## config.mk

```make
export PLATFORM = sky130hd
export DESIGN_NAME = ysyx_22050710_axil_lsu_master_flat
export DESIGN_NICKNAME = d
export VERILOG_FILES = /design/src/rtl/ysyx_22050710_axil_lsu_master_if.sv /design/src/rtl/ysyx_22050710_axil_lsu_master.sv /design/src/flat_wrapper.sv
export SDC_FILE = /design/constraint.sdc
export NUM_CORES = 1
export LEC_CHECK = 0
export BUFFER_PORTS_ARGS = -buffer_cell sky130_fd_sc_hd__buf_4
export CORE_AREA = 2 2 191 193
export CTS_CLUSTER_DIAMETER = 60
export CTS_CLUSTER_SIZE = 24
export DETAILED_ROUTE_END_ITERATION = 10
export DIE_AREA = 0 0 193 195
export RECOVER_POWER = 50
export SLEW_MARGIN = 10
export SYNTH_ARGS = -nofsm -noshare
export SYNTH_HDL_FRONTEND = slang
export SYNTH_SLANG_ARGS = --single-unit
```

## constraint.sdc

```tcl
create_clock -name i_clk -period 1.27 [get_ports i_clk]
set_input_delay 0.381 -clock i_clk [delete_from_list [all_inputs] [get_ports i_clk]]
set_output_delay 0.381 -clock i_clk [all_outputs]
set_load 0.02 [all_outputs]
```

## src/rtl/ysyx_22050710_axil_lsu_master_if.sv

```systemverilog
// ysyx_22050710_axil_lsu_master_if: LSU request/response plus AXI4-Lite bus bundle
// master: the LSU-to-AXI bridge view; slave: the LSU + bus responder view (the bench)
interface ysyx_22050710_axil_lsu_master_if #(
  parameter int ADDR_WD = 64,
  parameter int DATA_WD = 64,
  parameter int STRB_WD = DATA_WD / 8
);
  logic               req_valid, req_ready, req_wen;
  logic [ADDR_WD-1:0] req_addr;
  logic [DATA_WD-1:0] req_wdata;
  logic [STRB_WD-1:0] req_wmask;
  logic               rsp_valid, rsp_err;
  logic [DATA_WD-1:0] rsp_rdata;
  logic               awvalid, awready;
  logic [ADDR_WD-1:0] awaddr;
  logic [2:0]         awprot;
  logic               wvalid, wready;
  logic [DATA_WD-1:0] wdata;
  logic [STRB_WD-1:0] wstrb;
  logic               bvalid, bready;
  logic [1:0]         bresp;
  logic               arvalid, arready;
  logic [ADDR_WD-1:0] araddr;
  logic [2:0]         arprot;
  logic               rvalid, rready;
  logic [DATA_WD-1:0] rdata;
  logic [1:0]         rresp;
  modport master (
    input  req_valid, req_wen, req_addr, req_wdata, req_wmask,
    output req_ready, rsp_valid, rsp_rdata, rsp_err,
    output awvalid, awaddr, awprot, wvalid, wdata, wstrb, bready,
    output arvalid, araddr, arprot, rready,
    input  awready, wready, bvalid, bresp, arready, rvalid, rdata, rresp
  );
  modport slave (
    output req_valid, req_wen, req_addr, req_wdata, req_wmask,
    input  req_ready, rsp_valid, rsp_rdata, rsp_err,
    input  awvalid, awaddr, awprot, wvalid, wdata, wstrb, bready,
    input  arvalid, araddr, arprot, rready,
    output awready, wready, bvalid, bresp, arready, rvalid, rdata, rresp
  );
endinterface

```

## src/rtl/ysyx_22050710_axil_lsu_master.sv

```systemverilog
// ysyx_22050710_axil_lsu_master: LSU request/response to AXI4-Lite initiator, one transaction outstanding
// i_clk/i_rst: clock and synchronous active-high reset; bus: request, response and AXI4-Lite channels
module ysyx_22050710_axil_lsu_master #(
  parameter int         ADDR_WD  = 64,
  parameter int         DATA_WD  = 64,
  parameter int         STRB_WD  = DATA_WD / 8,
  parameter logic [2:0] PROT_VAL = 3'b000
) (
  input logic                             i_clk,
  input logic                             i_rst,
  ysyx_22050710_axil_lsu_master_if.master bus
);
  typedef enum logic [2:0] {IDLE, RD_ADDR, RD_DATA, WR_REQ, WR_RESP} state_e;
  state_e             state_q, state_d;
  logic               arvalid_q, arvalid_d, rready_q, rready_d;
  logic               awvalid_q, awvalid_d, wvalid_q, wvalid_d, bready_q, bready_d;
  logic               rsp_valid_q, rsp_valid_d, err_q, err_d;
  logic [ADDR_WD-1:0] addr_q, addr_d;
  logic [DATA_WD-1:0] wdata_q, wdata_d, rdata_q, rdata_d;
  logic [STRB_WD-1:0] wstrb_q, wstrb_d;
  always_ff @(posedge i_clk) begin
    if (i_rst) begin
      state_q     <= IDLE;
      arvalid_q   <= 1'b0;
      rready_q    <= 1'b0;
      awvalid_q   <= 1'b0;
      wvalid_q    <= 1'b0;
      bready_q    <= 1'b0;
      rsp_valid_q <= 1'b0;
      err_q       <= 1'b0;
      addr_q      <= '0;
      wdata_q     <= '0;
      rdata_q     <= '0;
      wstrb_q     <= '0;
    end else begin
      state_q     <= state_d;
      arvalid_q   <= arvalid_d;
      rready_q    <= rready_d;
      awvalid_q   <= awvalid_d;
      wvalid_q    <= wvalid_d;
      bready_q    <= bready_d;
      rsp_valid_q <= rsp_valid_d;
      err_q       <= err_d;
      addr_q      <= addr_d;
      wdata_q     <= wdata_d;
      rdata_q     <= rdata_d;
      wstrb_q     <= wstrb_d;
    end
  end
  always_comb begin
    state_d     = state_q;
    arvalid_d   = arvalid_q;
    rready_d    = rready_q;
    awvalid_d   = awvalid_q;
    wvalid_d    = wvalid_q;
    bready_d    = bready_q;
    rsp_valid_d = 1'b0;
    err_d       = err_q;
    addr_d      = addr_q;
    wdata_d     = wdata_q;
    rdata_d     = rdata_q;
    wstrb_d     = wstrb_q;
    case (state_q)
      IDLE: if (bus.req_valid) begin
        addr_d    = bus.req_addr;
        wdata_d   = bus.req_wdata;
        wstrb_d   = bus.req_wmask;
        state_d   = bus.req_wen ? WR_REQ : RD_ADDR;
        arvalid_d = !bus.req_wen;
        awvalid_d = bus.req_wen;
        wvalid_d  = bus.req_wen;
      end
      RD_ADDR: if (bus.arready) begin
        arvalid_d = 1'b0;
        rready_d  = 1'b1;
        state_d   = RD_DATA;
      end
      RD_DATA: if (bus.rvalid) begin
        rdata_d     = bus.rdata;
        err_d       = |bus.rresp;
        rsp_valid_d = 1'b1;
        rready_d    = 1'b0;
        state_d     = IDLE;
      end
      WR_REQ: begin
        // AW and W retire independently; move on once neither is still pending
        awvalid_d = awvalid_q & !bus.awready;
        wvalid_d  = wvalid_q & !bus.wready;
        bready_d  = !awvalid_d && !wvalid_d;
        state_d   = bready_d ? WR_RESP : WR_REQ;
      end
      WR_RESP: if (bus.bvalid) begin
        err_d       = |bus.bresp;
        rsp_valid_d = 1'b1;
        bready_d    = 1'b0;
        state_d     = IDLE;
      end
      default: state_d = IDLE;
    endcase
  end
  assign bus.req_ready = state_q == IDLE;
  assign bus.rsp_valid = rsp_valid_q;
  assign bus.rsp_rdata = rdata_q;
  assign bus.rsp_err   = err_q;
  assign bus.awvalid   = awvalid_q;
  assign bus.awaddr    = addr_q;
  assign bus.awprot    = PROT_VAL;
  assign bus.wvalid    = wvalid_q;
  assign bus.wdata     = wdata_q;
  assign bus.wstrb     = wstrb_q;
  assign bus.bready    = bready_q;
  assign bus.arvalid   = arvalid_q;
  assign bus.araddr    = addr_q;
  assign bus.arprot    = PROT_VAL;
  assign bus.rready    = rready_q;
endmodule

```

## src/flat_wrapper.sv

```systemverilog
// flat-port wrapper written by rule: the top's interface ports become plain ports
module ysyx_22050710_axil_lsu_master_flat 
#(
  parameter int         ADDR_WD  = 64,
  parameter int         DATA_WD  = 64,
  parameter int         STRB_WD  = DATA_WD / 8,
  parameter logic [2:0] PROT_VAL = 3'b000
)
  (i_clk, i_rst, bus_req_valid, bus_req_wen, bus_req_addr, bus_req_wdata, bus_req_wmask, bus_req_ready, bus_rsp_valid, bus_rsp_rdata, bus_rsp_err, bus_awvalid, bus_awaddr, bus_awprot, bus_wvalid, bus_wdata, bus_wstrb, bus_bready, bus_arvalid, bus_araddr, bus_arprot, bus_rready, bus_awready, bus_wready, bus_bvalid, bus_bresp, bus_arready, bus_rvalid, bus_rdata, bus_rresp);
  ysyx_22050710_axil_lsu_master_if #(.ADDR_WD(ADDR_WD), .DATA_WD(DATA_WD), .STRB_WD(STRB_WD)) bus_i ();
  input logic i_clk;
  input logic i_rst;
  input wire logic [$bits(bus_i.req_valid)-1:0] bus_req_valid;
  input wire logic [$bits(bus_i.req_wen)-1:0] bus_req_wen;
  input wire logic [$bits(bus_i.req_addr)-1:0] bus_req_addr;
  input wire logic [$bits(bus_i.req_wdata)-1:0] bus_req_wdata;
  input wire logic [$bits(bus_i.req_wmask)-1:0] bus_req_wmask;
  output wire logic [$bits(bus_i.req_ready)-1:0] bus_req_ready;
  output wire logic [$bits(bus_i.rsp_valid)-1:0] bus_rsp_valid;
  output wire logic [$bits(bus_i.rsp_rdata)-1:0] bus_rsp_rdata;
  output wire logic [$bits(bus_i.rsp_err)-1:0] bus_rsp_err;
  output wire logic [$bits(bus_i.awvalid)-1:0] bus_awvalid;
  output wire logic [$bits(bus_i.awaddr)-1:0] bus_awaddr;
  output wire logic [$bits(bus_i.awprot)-1:0] bus_awprot;
  output wire logic [$bits(bus_i.wvalid)-1:0] bus_wvalid;
  output wire logic [$bits(bus_i.wdata)-1:0] bus_wdata;
  output wire logic [$bits(bus_i.wstrb)-1:0] bus_wstrb;
  output wire logic [$bits(bus_i.bready)-1:0] bus_bready;
  output wire logic [$bits(bus_i.arvalid)-1:0] bus_arvalid;
  output wire logic [$bits(bus_i.araddr)-1:0] bus_araddr;
  output wire logic [$bits(bus_i.arprot)-1:0] bus_arprot;
  output wire logic [$bits(bus_i.rready)-1:0] bus_rready;
  input wire logic [$bits(bus_i.awready)-1:0] bus_awready;
  input wire logic [$bits(bus_i.wready)-1:0] bus_wready;
  input wire logic [$bits(bus_i.bvalid)-1:0] bus_bvalid;
  input wire logic [$bits(bus_i.bresp)-1:0] bus_bresp;
  input wire logic [$bits(bus_i.arready)-1:0] bus_arready;
  input wire logic [$bits(bus_i.rvalid)-1:0] bus_rvalid;
  input wire logic [$bits(bus_i.rdata)-1:0] bus_rdata;
  input wire logic [$bits(bus_i.rresp)-1:0] bus_rresp;
  assign bus_i.req_valid = bus_req_valid;
  assign bus_i.req_wen = bus_req_wen;
  assign bus_i.req_addr = bus_req_addr;
  assign bus_i.req_wdata = bus_req_wdata;
  assign bus_i.req_wmask = bus_req_wmask;
  assign bus_req_ready = bus_i.req_ready;
  assign bus_rsp_valid = bus_i.rsp_valid;
  assign bus_rsp_rdata = bus_i.rsp_rdata;
  assign bus_rsp_err = bus_i.rsp_err;
  assign bus_awvalid = bus_i.awvalid;
  assign bus_awaddr = bus_i.awaddr;
  assign bus_awprot = bus_i.awprot;
  assign bus_wvalid = bus_i.wvalid;
  assign bus_wdata = bus_i.wdata;
  assign bus_wstrb = bus_i.wstrb;
  assign bus_bready = bus_i.bready;
  assign bus_arvalid = bus_i.arvalid;
  assign bus_araddr = bus_i.araddr;
  assign bus_arprot = bus_i.arprot;
  assign bus_rready = bus_i.rready;
  assign bus_i.awready = bus_awready;
  assign bus_i.wready = bus_wready;
  assign bus_i.bvalid = bus_bvalid;
  assign bus_i.bresp = bus_bresp;
  assign bus_i.arready = bus_arready;
  assign bus_i.rvalid = bus_rvalid;
  assign bus_i.rdata = bus_rdata;
  assign bus_i.rresp = bus_rresp;
  ysyx_22050710_axil_lsu_master #(.ADDR_WD(ADDR_WD), .DATA_WD(DATA_WD), .STRB_WD(STRB_WD), .PROT_VAL(PROT_VAL)) u_core (.i_clk(i_clk), .i_rst(i_rst), .bus(bus_i));
endmodule
```

Yosys cells after proc, flatten, opt, wreduce, memory -nomap -nowiden

Cells that the tools add are included.

Register bits after elaboration: 210
Bits of input ports: 213
Output and inout bits: 278
Logic and storage cells: 68

Equality and inequality tests: 8
Multiplexer cells: 24
Bitwise operators: 2
Reduce and logical (&&, ||, !) cells: 22

Operators with widths:

| cell                                                 | count |
|---|---|
| 2-to-1 mux 3 bit                                     | 5 |
| case mux 3 bit (5 select lines)                      | 1 |
| case mux 1 bit (2 select lines)                      | 7 |
| 2-to-1 mux 1 bit                                     | 10 |
| nonzero test 2 bit                                   | 5 |
| AND reduction 3 bit                                  | 3 |
| inequality test 2 bit (second input constant)        | 4 |
| AND reduction 2 bit                                  | 4 |
| equality test 3 x 2 -> 1 bit (second input constant) | 2 |
| zero test 1 bit                                      | 5 |
| AND reduction 4 bit                                  | 1 |
| OR reduction 2 bit                                   | 2 |
| equality test 3 x 1 -> 1 bit (second input constant) | 1 |
| equality test 3 bit (second input constant)          | 1 |
| zero test 3 bit                                      | 1 |
| bitwise AND 1 bit                                    | 2 |
| 2-to-1 mux 2 bit                                     | 1 |
| logical AND 1 bit                                    | 1 |

Logic depth before layout (Yosys ltp)

Gate-level depths: netlist of run 1.

Word-level depth: 6
Depth in mapped cells: 8
Mapped depth without buffers: 4

Least setup slack after synthesis of run 1

OpenSTA, ideal clock, no wires.

Path type: reg2reg
From: reg u_core.state_q[1]
To: reg u_core.rdata_q[0], in the netlist u_core.bus.rsp_rdata[0]
Setup time: 0.132 ns
Arrival: 1.257 ns
Required time: 1.138 ns
Slack: -0.119 ns
Stages on the path, launching flop included: 7
Buffers on the path: 2
Clock period less this slack: 1.389 ns
Path through: dfxtp_1 > buf_4 > nor3b_1 > nand2_1 > buf_2 > nand2_1 > a21oi_1

Longest elaborated chain between the ends: 2

RTL lines:

| element                       | RTL line                            | source |
|---|---|---|
| start: declaration            | ysyx_22050710_axil_lsu_master.sv:14 | `state_e state_q, state_d;` |
| start signal: assignment      | ysyx_22050710_axil_lsu_master.sv:36 | `state_q <= state_d;` |
| equality test 3 x 2 -> 1 bit  | ysyx_22050710_axil_lsu_master.sv:63 | `case (state_q)` |
| AND reduction 2 bit (no line) | n/a                                 |  |
| end signal: assignment        | ysyx_22050710_axil_lsu_master.sv:46 | `rdata_q <= rdata_d;` |
| end: declaration              | ysyx_22050710_axil_lsu_master.sv:19 | `logic [DATA_WD-1:0] wdata_q, wdata_d, rdata_q, rdata_d;` |

No other way between the ends.
A chain may end at the register's enable or synchronous reset.

Worst setup path in the final report of run 1

From: reg u_core.state_q[1]
To: reg u_core.addr_q[49], in the netlist u_core.bus.araddr[49]

Longest elaborated chain between the ends: 2

RTL lines:

| element                       | RTL line                            | source |
|---|---|---|
| zero test 3 bit               | ysyx_22050710_axil_lsu_master.sv:63 |  |
| AND reduction 2 bit (no line) | n/a                                 |  |
| end signal: assignment        | ysyx_22050710_axil_lsu_master.sv:44 | `addr_q <= addr_d;` |
| end: declaration              | ysyx_22050710_axil_lsu_master.sv:18 | `logic [ADDR_WD-1:0] addr_q, addr_d;` |

No other way between the ends.

==> out/metrics.yaml, run 1 <==
status: "finished, violations left"
violations: "negative setup slack"
synth-seq-area-share_pct: 53.4
start_util_pct: 22.2
core-area_mm2: 0.0354
start_kind: "flip-flop"
nFillCells: 3032
final_nets: 1745
seq_power_share_pct: 32.8
synth-seq-cells: 210
wl_per_cell_um: 18.4
clock-sinks: 210
rr_worst_depth: 10
multi_input_area_mm2: 0.00492
cp_cell_sequence: "buf_6 > buf_6 > buf_6 > nor2_4 > nand3_4 > buf_12 > buf_12 > buf_16 > nand2_1 > a21oi_2"
cts_buffer_depth: 3
detail_route.vias_per_cell: 4.49
synth_area_mm2: 0.00787
dr_total_vias: 9019
crit_path_end_kind: "flip-flop"
antenna_found_initial: 0
leakagePower_nw: 7.85
cts_root_buf: "clkbuf_16"
dp_hpwl_um: 20900
drive_above_1_share_pct: 81.2
rsz0062_at_grt: "yes"
max_cap_viol_count: 0
worstHoldPathCells: 3
dp.cells: 1866
min_to: "u_core.bus.rsp_rdata[8]"
worstPathRequired_ps: 1660
clk_latency_ps: 510
finalCriticalPeriod_ps: 1650
drt.antenna.violating_nets: 0
numPortBuffers: 484
peakVddDrop_mv: 1.08
antenna_cells: 0
grt_first_pass_wirelength_um: 50000
synthTopCellsByArea: "dfxtp_1 (53%), nand2_1 (19%), a21oi_1 (13%)"
min_from: "bus_rdata[8]"
critPathMaxStageDelay_ps: 360
syn_to_final_growth_pct: 125
dieArea_mm2: 0.0376
reg2reg_setup_slack_ps: -380
regArea_mm2: 0.00445
dr.pass1.iters: 6
tritoncts: "done"
final_util_pct: 49.9
arrival_ps: 2040
reg2reg_from: "u_core.state_q[1]"
io_pins: 491
internal-power_mw: 16.3
final.setup_skew_ps: 23.8
syn_inst: 1001
yosys.cell_types.count: 27
gp_congestion: 0.788
finalWorstSetupSlack_ps: -375
numCtsBuffers: 20
crit_fanout: 8
powerDensity_mw_per_mm2: 1370
hold_class: "in2reg"
path_clk_slew_ps: 70
cpLargestDelayFamily: "buffers and inverters"
finalSetupViolCount: 482
r2r-end: "u_core.bus.araddr[49]"
crit_buf_inv: 6
final_cell_area_mm2: 0.0177
crit_slowest_cell: "dfxtp_4"
grt_usage_pct: 16.8
timing.final.hold_violations: 0
crit_type: "reg2reg"
slew_viol_final: 0
synth_top_area_share_pct: 53.4
grt-ovfl-total: 0
instances_no_fill: 2007
swShare_pct: 32.9
drt_iter0_markers: 283
synth_warnings: 0
htree_levels: 1
max_freq_mhz: 608
die_x_um: 193
fin_crit_sh_pct: 130
synth_area_per_cell_um2: 7.86
combPwrFrac_pct: 38.6
cpMostUsedCell: "buf_6"
dpl_cell_area_mm2: 0.0119
setup_tns_ps: -92400
p_sw_mw: 7.98
drc: 0
grt_max_degree: 50
wl_um: 37000
die_h_um: 195
grt_pass1_vias: 9014
rows: 69
yosys.area.top_type: "dfxtp_1"
p_clk_share_pct: 28.6
kinds of logic after synthesis:
kind of cell    count (synthesis)  synth area share [%]
compound gates                217                  14.0
buf+inv                       140                  10.8
flops                         210                  53.4
mux                             3                 0.397
other cells                     1                0.0476
simple gates                  430                  21.3
layer usage:
layer / up-vias / GRT usage (%) / wire, µm
met4: 0 / 4.41 / 1360
met5: - / 0 / 0
met3: 73 / 5.00 / 3020
li1: 4215 / - / -
met2: 399 / 31.6 / 19600
met1: 4332 / 18.2 / 13000
worst reg2reg max path: stages (launching register included):
cell,delay [ps]
dfxtp_4,360
buf_6,120
buf_6,120
buf_6,110
nor2_4,100
nand3_4,110
buf_12,180
buf_12,140
buf_16,140
nand2_1,100
a21oi_2,50
power groups by stage:
stage,Clock (mW),Combinational (mW),Sequential (mW)
after floorplan,0,2.20,8.39
after global placement,0,5.16,7.73
after detailed placement,0,5.20,7.76
after CTS,7.08,8.09,7.85
after global routing,7.32,9.82,8.02
final,6.94,9.35,7.96
area by class of cell:
type	count	area share (%)
inverter	1	0.0212
multi-input combinational	656	27.9
clock inverter	12	1.20
timing repair buffer	643	39.4
sequential	210	25.2
clock buffer	24	3.04
tap	461	3.26
cell usage after synthesis:
cell      number
a31oi_1        1
buf_1          1
or3_1          1
nand3_1        2
buf_2         25
a22oi_1        1
clkbuf_1      34
a32o_1         1
nor2b_1        2
dfxtp_1      210
nand3b_1       1
buf_4         79
nor4b_4        1
nor3_1         4
nor3b_2        1
a21oi_1      208
mux2_2         1
and4bb_2       1
nand2b_1       2
inv_1          1
o21ai_0        5
a211o_1        1
conb_1         1
mux2i_1        2
nor3b_1        1
nor2_1         7
nand2_1      407
per-stage QoR:
stage | power [mW] | hold slack (ps) | setup WS (ps)
4_1_cts | 23.0 | 75.6 | -408
5_1_grt | 25.2 | 86.3 | -429
6_report | 24.2 | 105 | -375
3_5_place_dp | 13.0 | 447 | -245
3_3_place_gp | 12.9 | 443 | -204
2_1_floorplan | 10.6 | 517 | 0.0508
repair_timing:
action	CTS	global route
setup buffers	68	14
gates cloned	26	12
endpoints found under the setup margin	477	482
pin swaps	145	216
hold buffers	0	0
resized for setup	670	435
placed cells by master, fill, tap and decap left out, drive strengths merged, types with 2 or more instances in the layout:
cell type  count
a21oi        208
buf          634
bufinv         5
clkbuf        33
clkinv         4
clkinvlp       2
conb           6
dfxtp        210
inv            2
mux2i          2
nand2        407
nand2b         2
nand3          2
nor2           7
nor2b          2
nor3           4
nor3b          2
o21ai          5
sequential cells by signal, summed over array words and instances, names as in the netlist, 3 cells and up:
| signal | count |
|---|---|
| u_core.bus.araddr | 64 |
| u_core.bus.rsp_rdata | 64 |
| u_core.bus.wdata | 64 |
| u_core.bus.wstrb | 8 |
| u_core.state_q | 3 |
how the worst max path moves through the flow:
stage,slack (ps),cells after the start,to,startpoint
2_1_floorplan,0.05,6,u_core.bus.wdata[53],u_core.state_q[2]
3_3_place_gp,-200,7,u_core.bus.awvalid,bus_req_valid
3_5_place_dp,-250,6,u_core.bus.wdata[16],bus_req_valid
4_1_cts,-410,3,bus_req_ready,u_core.state_q[0]
5_1_grt,-430,3,bus_req_ready,u_core.state_q[0]
6_report,-380,10,u_core.bus.araddr[49],u_core.state_q[1]
Note: power is estimated with default switching activity, not from simulation.
==> run 2, diff against run 1 <==
ABC_AREA = 1   (was not set)
CORE_AREA = 2 2 192 194   (was 2 2 191 193)
DIE_AREA = 0 0 194 196   (was 0 0 193 195)
==> run 2 against run 1 <==
Compared with the run above:
- the run still ends with negative setup slack left
- die area rose by 1.0%
- clock power fell by 1%
- design area fell by 13%
- non-clock buffer count fell by 33
- combinational power rose by 51%
- global-route usage fell by 0.86 points
- first-iteration DRC count fell by 3.5%
- register-to-register slack improved by 20 ps
- sequential share of layout area rose by 4.2 points
- largest power group unchanged
==> out/metrics.yaml, run 2 <==
max_freq_mhz: 594  # -2.3%
detail_route.vias_per_cell: 4.37  # -2.8%
cp_cell_sequence: "nor2_4 > nand2_4 > buf_6 > inv_4 > buf_6"
final_util_pct: 42.8  # -7.1 points
final.setup_skew_ps: 30.0  # +6.18 ps
rsz0062_at_grt: "yes"
most-common-layout-cells: "nand2_1 (373), buf_6 (288), buf_4 (269), dfxtp_2 (179), a21oi_1 (158)"
cts_buffer_depth: 3  # unchanged
crit_buf_inv: 3  # -3
cpMostUsedCell: "buf_6"
synth_flop_cell: "dfxtp_1"
dr_total_vias: 8725  # -3.3%
dr.max_layer_used: "met4"
worstPathRequired_ps: 890  # -770 ps
finalSetupViolCount: 475  # -1.5%
grt_first_pass_wirelength_um: 49100  # -1.9%
antenna_found_initial: 0  # unchanged
grt-ovfl-total: 0  # unchanged
htree_levels: 1  # unchanged
crit_type: "reg2out"
tritoncts: "done"
wl_um: 32900  # -11%
timing.final.hold_violations: 0  # unchanged
max_cap_viol_count: 0  # unchanged
drt_iter0_markers: 273  # -3.5%
synth.most_common_cell: "nand2_1"
synth_warnings: 0  # unchanged
crit_slowest_cell: "dfxtp_4"
place_ws_ps: -153  # +92.7 ps
start_util_pct: 22.0  # -0.23 points
rows: 70  # +1.4%
violations: "negative setup slack"
clk_latency_ps: 530  # +20 ps
clock-sinks: 210  # unchanged
hold_class: "in2reg"
core-area_mm2: 0.0361  # +1.9%
dr.pass1.iters: 7  # +1
whs_ps: 95.1  # -9.55 ps
critPathMaxStageDelay_ps: 360  # about the same
cpLargestDelayFamily: "flip-flops"
async_flop_share_pct: 0  # unchanged
fin_crit_sh_pct: 133  # +3.1 points
instances_no_fill: 1998  # -0.45%
finalCriticalPeriod_ps: 1680  # +38.9 ps
synth_area_per_cell_um2: 7.82  # -0.49%
start_kind: "flip-flop"
numPortBuffers: 484  # unchanged
yosys.cell_types.count: 18  # -33%
die_h_um: 196  # +0.51%
crit_fanout: 2  # -6
drive_above_1_share_pct: 62.9  # -18 points
slew_viol_final: 0  # unchanged
dieArea_mm2: 0.0380  # +1.0%
dp.cells: 1887  # +1.1%
numCtsBuffers: 21  # +5.0%
die_x_um: 194  # +0.52%
cts_root_buf: "clkbuf_16"
drt-met1-wl_um: 12800  # -2.2%
synth_edf_count: 0  # unchanged
grt_pass1_vias: 8756  # -2.9%
powerDensity_mw_per_mm2: 1940  # +41%
yosys.area.top_type: "dfxtp_1"
synth-seq-area-share_pct: 52.9  # -0.48 points
regArea_mm2: 0.00454  # +2.1%
wl_met3_um: 2720  # -9.8%
synth-seq-cells: 210  # unchanged
drt.antenna.violating_nets: 0  # unchanged
gp_congestion: 0.831  # +5.6%
final_common_cell: "nand2_1"
synth_top_area_share_pct: 52.9  # -0.48 points
yosys-top-cells-count: "nand2_1 (416), a21oi_1 (210), dfxtp_1 (210)"
multi_input_area_mm2: 0.00313  # -36%
synth_area_mm2: 0.00794  # +0.91%
antenna_cells: 0  # unchanged
wl_met2_um: 16700  # -15%
io_pins: 491  # unchanged
nFillCells: 3475  # +15%
final_nets: 1729  # -0.92%
arrival_ps: 1300  # -740 ps
crit_path_end_kind: "output pin"
dp_hpwl_um: 21500  # +2.7%
wl_per_cell_um: 16.5  # -11%
path_clk_slew_ps: 70  # about the same
grt_usage_pct: 16.0  # -0.86 points
peakVddDrop_mv: 1.23  # +14%
drc: 0  # unchanged
syn_to_final_growth_pct: 94.6
synthTopCellsByArea: "dfxtp_1 (53%), nand2_1 (20%), a21oi_1 (13%)"
leakagePower_nw: 6.68  # -15%
syn_inst: 1015  # +1.4%
status: "finished, violations left"
grt_max_degree: 59  # +18%
finalWorstSetupSlack_ps: -414  # -38.9 ps
run 2: cell count changes after synthesis, sizes merged, moves of 4 or more:
| cell | before | now |
|---|---|---|
| inv | 1 | 13 |
| buf | 105 | 113 |
| nand3 | 2 | 11 |
| nor3 | 4 | 0 |
| nor2 | 7 | 11 |
| clkbuf | 34 | 24 |
| nand2 | 407 | 417 |
run 2: logic make-up (layout without fill, tap and decap cells):
kind of cell,Yosys count,after routing,synth area share [%]
DFF,210,210,52.9
buffers and inverters,150,660,12.1
AOI/OAI and AO/OA,214,214,13.5
other,1,6,0.0472
and+or+nand+nor,440,440,21.4
run 2: area by class of cell:
type	instances	area share, %
clock buffers	23	3.58
multi-input cells	660	20.2
repair buffers	610	41.3
inverters	13	0.380
flip-flops and latches	210	29.4
well taps	468	3.79
clock inverters	14	1.31
run 2: timing repair:
action,CTS,global route
setup buffers,45,14
cloned,15,3
hold buffers,0,0
gates resized for setup,548,128
setup endpoints to repair,419,482
pin swaps,31,50
run 2: final timing paths:
check                        from                        to  slack [ps]  depth (start not counted)
max             u_core.state_q[2]             bus_req_ready        -410                          5
min                 bus_rdata[22]  u_core.bus.rsp_rdata[22]         100                          3
max reg2reg     u_core.state_q[2]      u_core.bus.wdata[43]        -360                         10
min reg2reg  u_core.bus.wdata[30]      u_core.bus.wdata[30]         460                          2
run 2: per-layer routing:
metal | vias to the layer above | global-route usage (%)
met5 | - | 0
met4 | 0 | 3.98
met3 | 51 | 4.93
met2 | 363 | 28.7
met1 | 4132 | 18.4
li1 | 4179 | -
run 2: where the power goes:
group / switching, mW / internal, mW / total, mW
sequential: 1.06 / 7.98 / 9.04
clock: 2.97 / 3.88 / 6.85
combinational: 6.59 / 7.50 / 14.1
run 2: worst reg2reg max path: cells and delay by family (launching register included):
kind            cells  cell delay, ps
compound gates      1              60
buf+inv             5             730
flops               1             360
simple gates        4             370
run 2: metrics by stage:
step	power, mW	instance area (µm²)	setup TNS [ps]
2_1_floorplan	14.1	7990	0
6_report	30.0	15500	-70020
4_1_cts	29.3	14900	-82720
5_1_grt	31.4	15500	-99930
3_5_place_dp	18.3	11900	-13950
3_3_place_gp	18.2	11900	-10870
==> run 3, diff against run 2 <==
clock period = 1.8 ns   (was 1.27 ns; I/O delays follow)
==> run 3 against run 2 <==
Compared with the run above:
- worst hold slack improved by 160 ps
- final cell count fell by 4.9%
- highest routed layer unchanged
- design area down 21%
- sequential power is 34% lower
- critical path depth fell by 1
- global-route usage decreased by 2.5 points
- register-to-register slack gained 490 ps
- critical path type unchanged
- clock power fell by 28%
- first-iteration DRC count fell by 2.2%
- the flow now finishes without violations
- count of clock-buffer cells in the layout rose by 1
- non-clock buffer count is 101 lower
- sequential cell count unchanged
==> out/metrics.yaml, run 3 (synthesis results as in run 2) <==
cts_root_buf: "clkbuf_16"
whs_ps: 258  # +163 ps
most-common-layout-cells: "buf_4 (453), nand2_1 (416), a21oi_1 (210), dfxtp_1 (207), clkbuf_1 (45)"
worstPathRequired_ps: 1260  # +370 ps
status: "complete, no violations"
final_common_cell: "buf_4"
regArea_mm2: 0.00422  # -7.2%
path_clk_slew_ps: 80  # about the same
wl_um: 27800  # -16%
htree_levels: 1  # unchanged
grt_usage_pct: 13.5  # -2.5 points
wl_per_cell_um: 14.6  # -11%
grt_pass1_vias: 7556  # -14%
worstHoldPathCells: 3  # unchanged
tritoncts: "done"
min_to: "u_core.bus.rsp_rdata[48]"
clk_latency_ps: 530  # about the same
start_util_pct: 22.0  # unchanged
final.setup_skew_ps: 26.7  # -3.30 ps
io_pins: 491  # unchanged
fin_crit_sh_pct: 99.2
r2r-end: "u_core.bus.wdata[15]"
die_x_um: 194  # unchanged
p_sw_mw: 6.48  # -39%
dp_hpwl_um: 20500  # -4.8%
drt_iter0_markers: 267  # -2.2%
swShare_pct: 38.1  # +2.7 points
core-area_mm2: 0.0361  # unchanged
detail_route.vias_per_cell: 4.19  # -4.0%
dr_total_vias: 7962  # -8.7%
p_clk_share_pct: 29.0  # +6.2 points
syn_to_final_growth_pct: 53.9
seq_power_share_pct: 35.2  # +5.1 points
leakagePower_nw: 5.39  # -19%
final_nets: 1629  # -5.8%
drive_above_1_share_pct: 35.8  # -27 points
hold_class: "in2reg"
cts_buffer_depth: 3  # unchanged
peakVddDrop_mv: 0.973  # -21%
finalCriticalPeriod_ps: 1790
slew_viol_final: 0  # unchanged
dr.pass1.iters: 4  # -3
numCtsBuffers: 22  # +4.8%
gp_congestion: 0.788  # -5.3%
powerDensity_mw_per_mm2: 1390  # -28%
rsz0062_at_grt: "yes"
cts_hold_buf: 0  # unchanged
finalSetupViolCount: 0  # -100%
grt_max_degree: 72  # +22%
combPwrFrac_pct: 35.8  # -11 points
max_freq_mhz: 560
internal-power_mw: 10.5  # -46%
crit_path_end_kind: "output pin"
reg2reg_from: "u_core.state_q[0]"
die_h_um: 196  # unchanged
drc: 0  # unchanged
dieArea_mm2: 0.0380  # unchanged
crit_fanout: 2  # unchanged
max_cap_viol_count: 0  # unchanged
rows: 70  # unchanged
grt_first_pass_wirelength_um: 41800  # -15%
drt.antenna.violating_nets: 0  # unchanged
reg2reg_setup_slack_ps: 130  # +490 ps
nFillCells: 3855  # +11%
start_kind: "flip-flop"
arrival_ps: 1250  # -50 ps
timing.final.hold_violations: 0  # unchanged
min_from: "bus_rdata[48]"
numPortBuffers: 484  # unchanged
clock-sinks: 210  # unchanged
power_mw: 17.0  # -43%
grt-ovfl-total: 0  # unchanged
crit_type: "reg2out"
multi_input_area_mm2: 0.00280  # -11%
antenna_found_initial: 0  # unchanged
rr_worst_depth: 8  # -2
antenna_cells: 0  # unchanged
run 3: how the worst max path moves through the flow:
stage / startpoint / to
global route: u_core.state_q[1] / bus_req_ready
CTS: u_core.state_q[1] / bus_req_ready
global placement: bus_req_valid / u_core.bus.wdata[25]
floorplan: bus_req_valid / u_core.bus.araddr[16]
detailed placement: bus_req_valid / u_core.bus.wdata[25]
finish: u_core.state_q[1] / bus_req_ready
run 3: layout make-up:
class	instances	area share [%]
Sequential cell	210	34.5
Timing Repair Buffer	509	30.9
Multi-Input combinational cell	660	22.9
Clock buffer	24	4.82
Tap cell	468	4.79
Clock inverter	16	1.74
Inverter	13	0.399
run 3: what timing repair did:
item                                    in CTS  in global routing
resized for setup                            9                  0
setup buffers                                3                  0
pin swaps                                    2                  0
endpoints found under the setup margin       1                  1
run 3: worst max-delay path: stages, from the launching register on:
cell and delay [ps]:
dfxtp_4 360, nor2_4 130, nand2_4 70, inv_2 50
buf_6 110
run 3: layer usage:
| metal | global-route usage [%] | part of all wire, % |
|---|---|---|
| met2 | 23.3 | 48 |
| met4 | 4.52 | 3.3 |
| met5 | 0 | 0 |
| met3 | 4.06 | 8.3 |
| met1 | 16.0 | 40 |
run 3: per-stage QoR:
| stage | instance area, µm² | TNS (ps) | worst slack [ps] | std cells | utilization [%] |
|---|---|---|---|---|---|
| after floorplan | 7960 | 0 | 460 | 1020 | - |
| after global placement | 11600 | 0 | 143 | 1857 | 32.0 |
| after detailed placement | 11600 | 0 | 70.9 | 1857 | 32.0 |
| after CTS | 12400 | -24.8 | -24.8 | 1900 | 34.4 |
| after global routing | 12200 | -579 | -60.3 | 1900 | 33.9 |
| final | 12200 | 0 | 14.6 | 1900 | 33.9 |
run 3: power groups by stage:
stage	sequential, mW	combinational, mW	clock, mW
3_5_place_dp	6.08	6.23	0
4_1_cts	6.00	6.32	5.10
3_3_place_gp	6.06	6.19	0
2_1_floorplan	6.90	2.99	0
5_1_grt	6.08	6.62	5.27
6_report	5.99	6.08	4.93
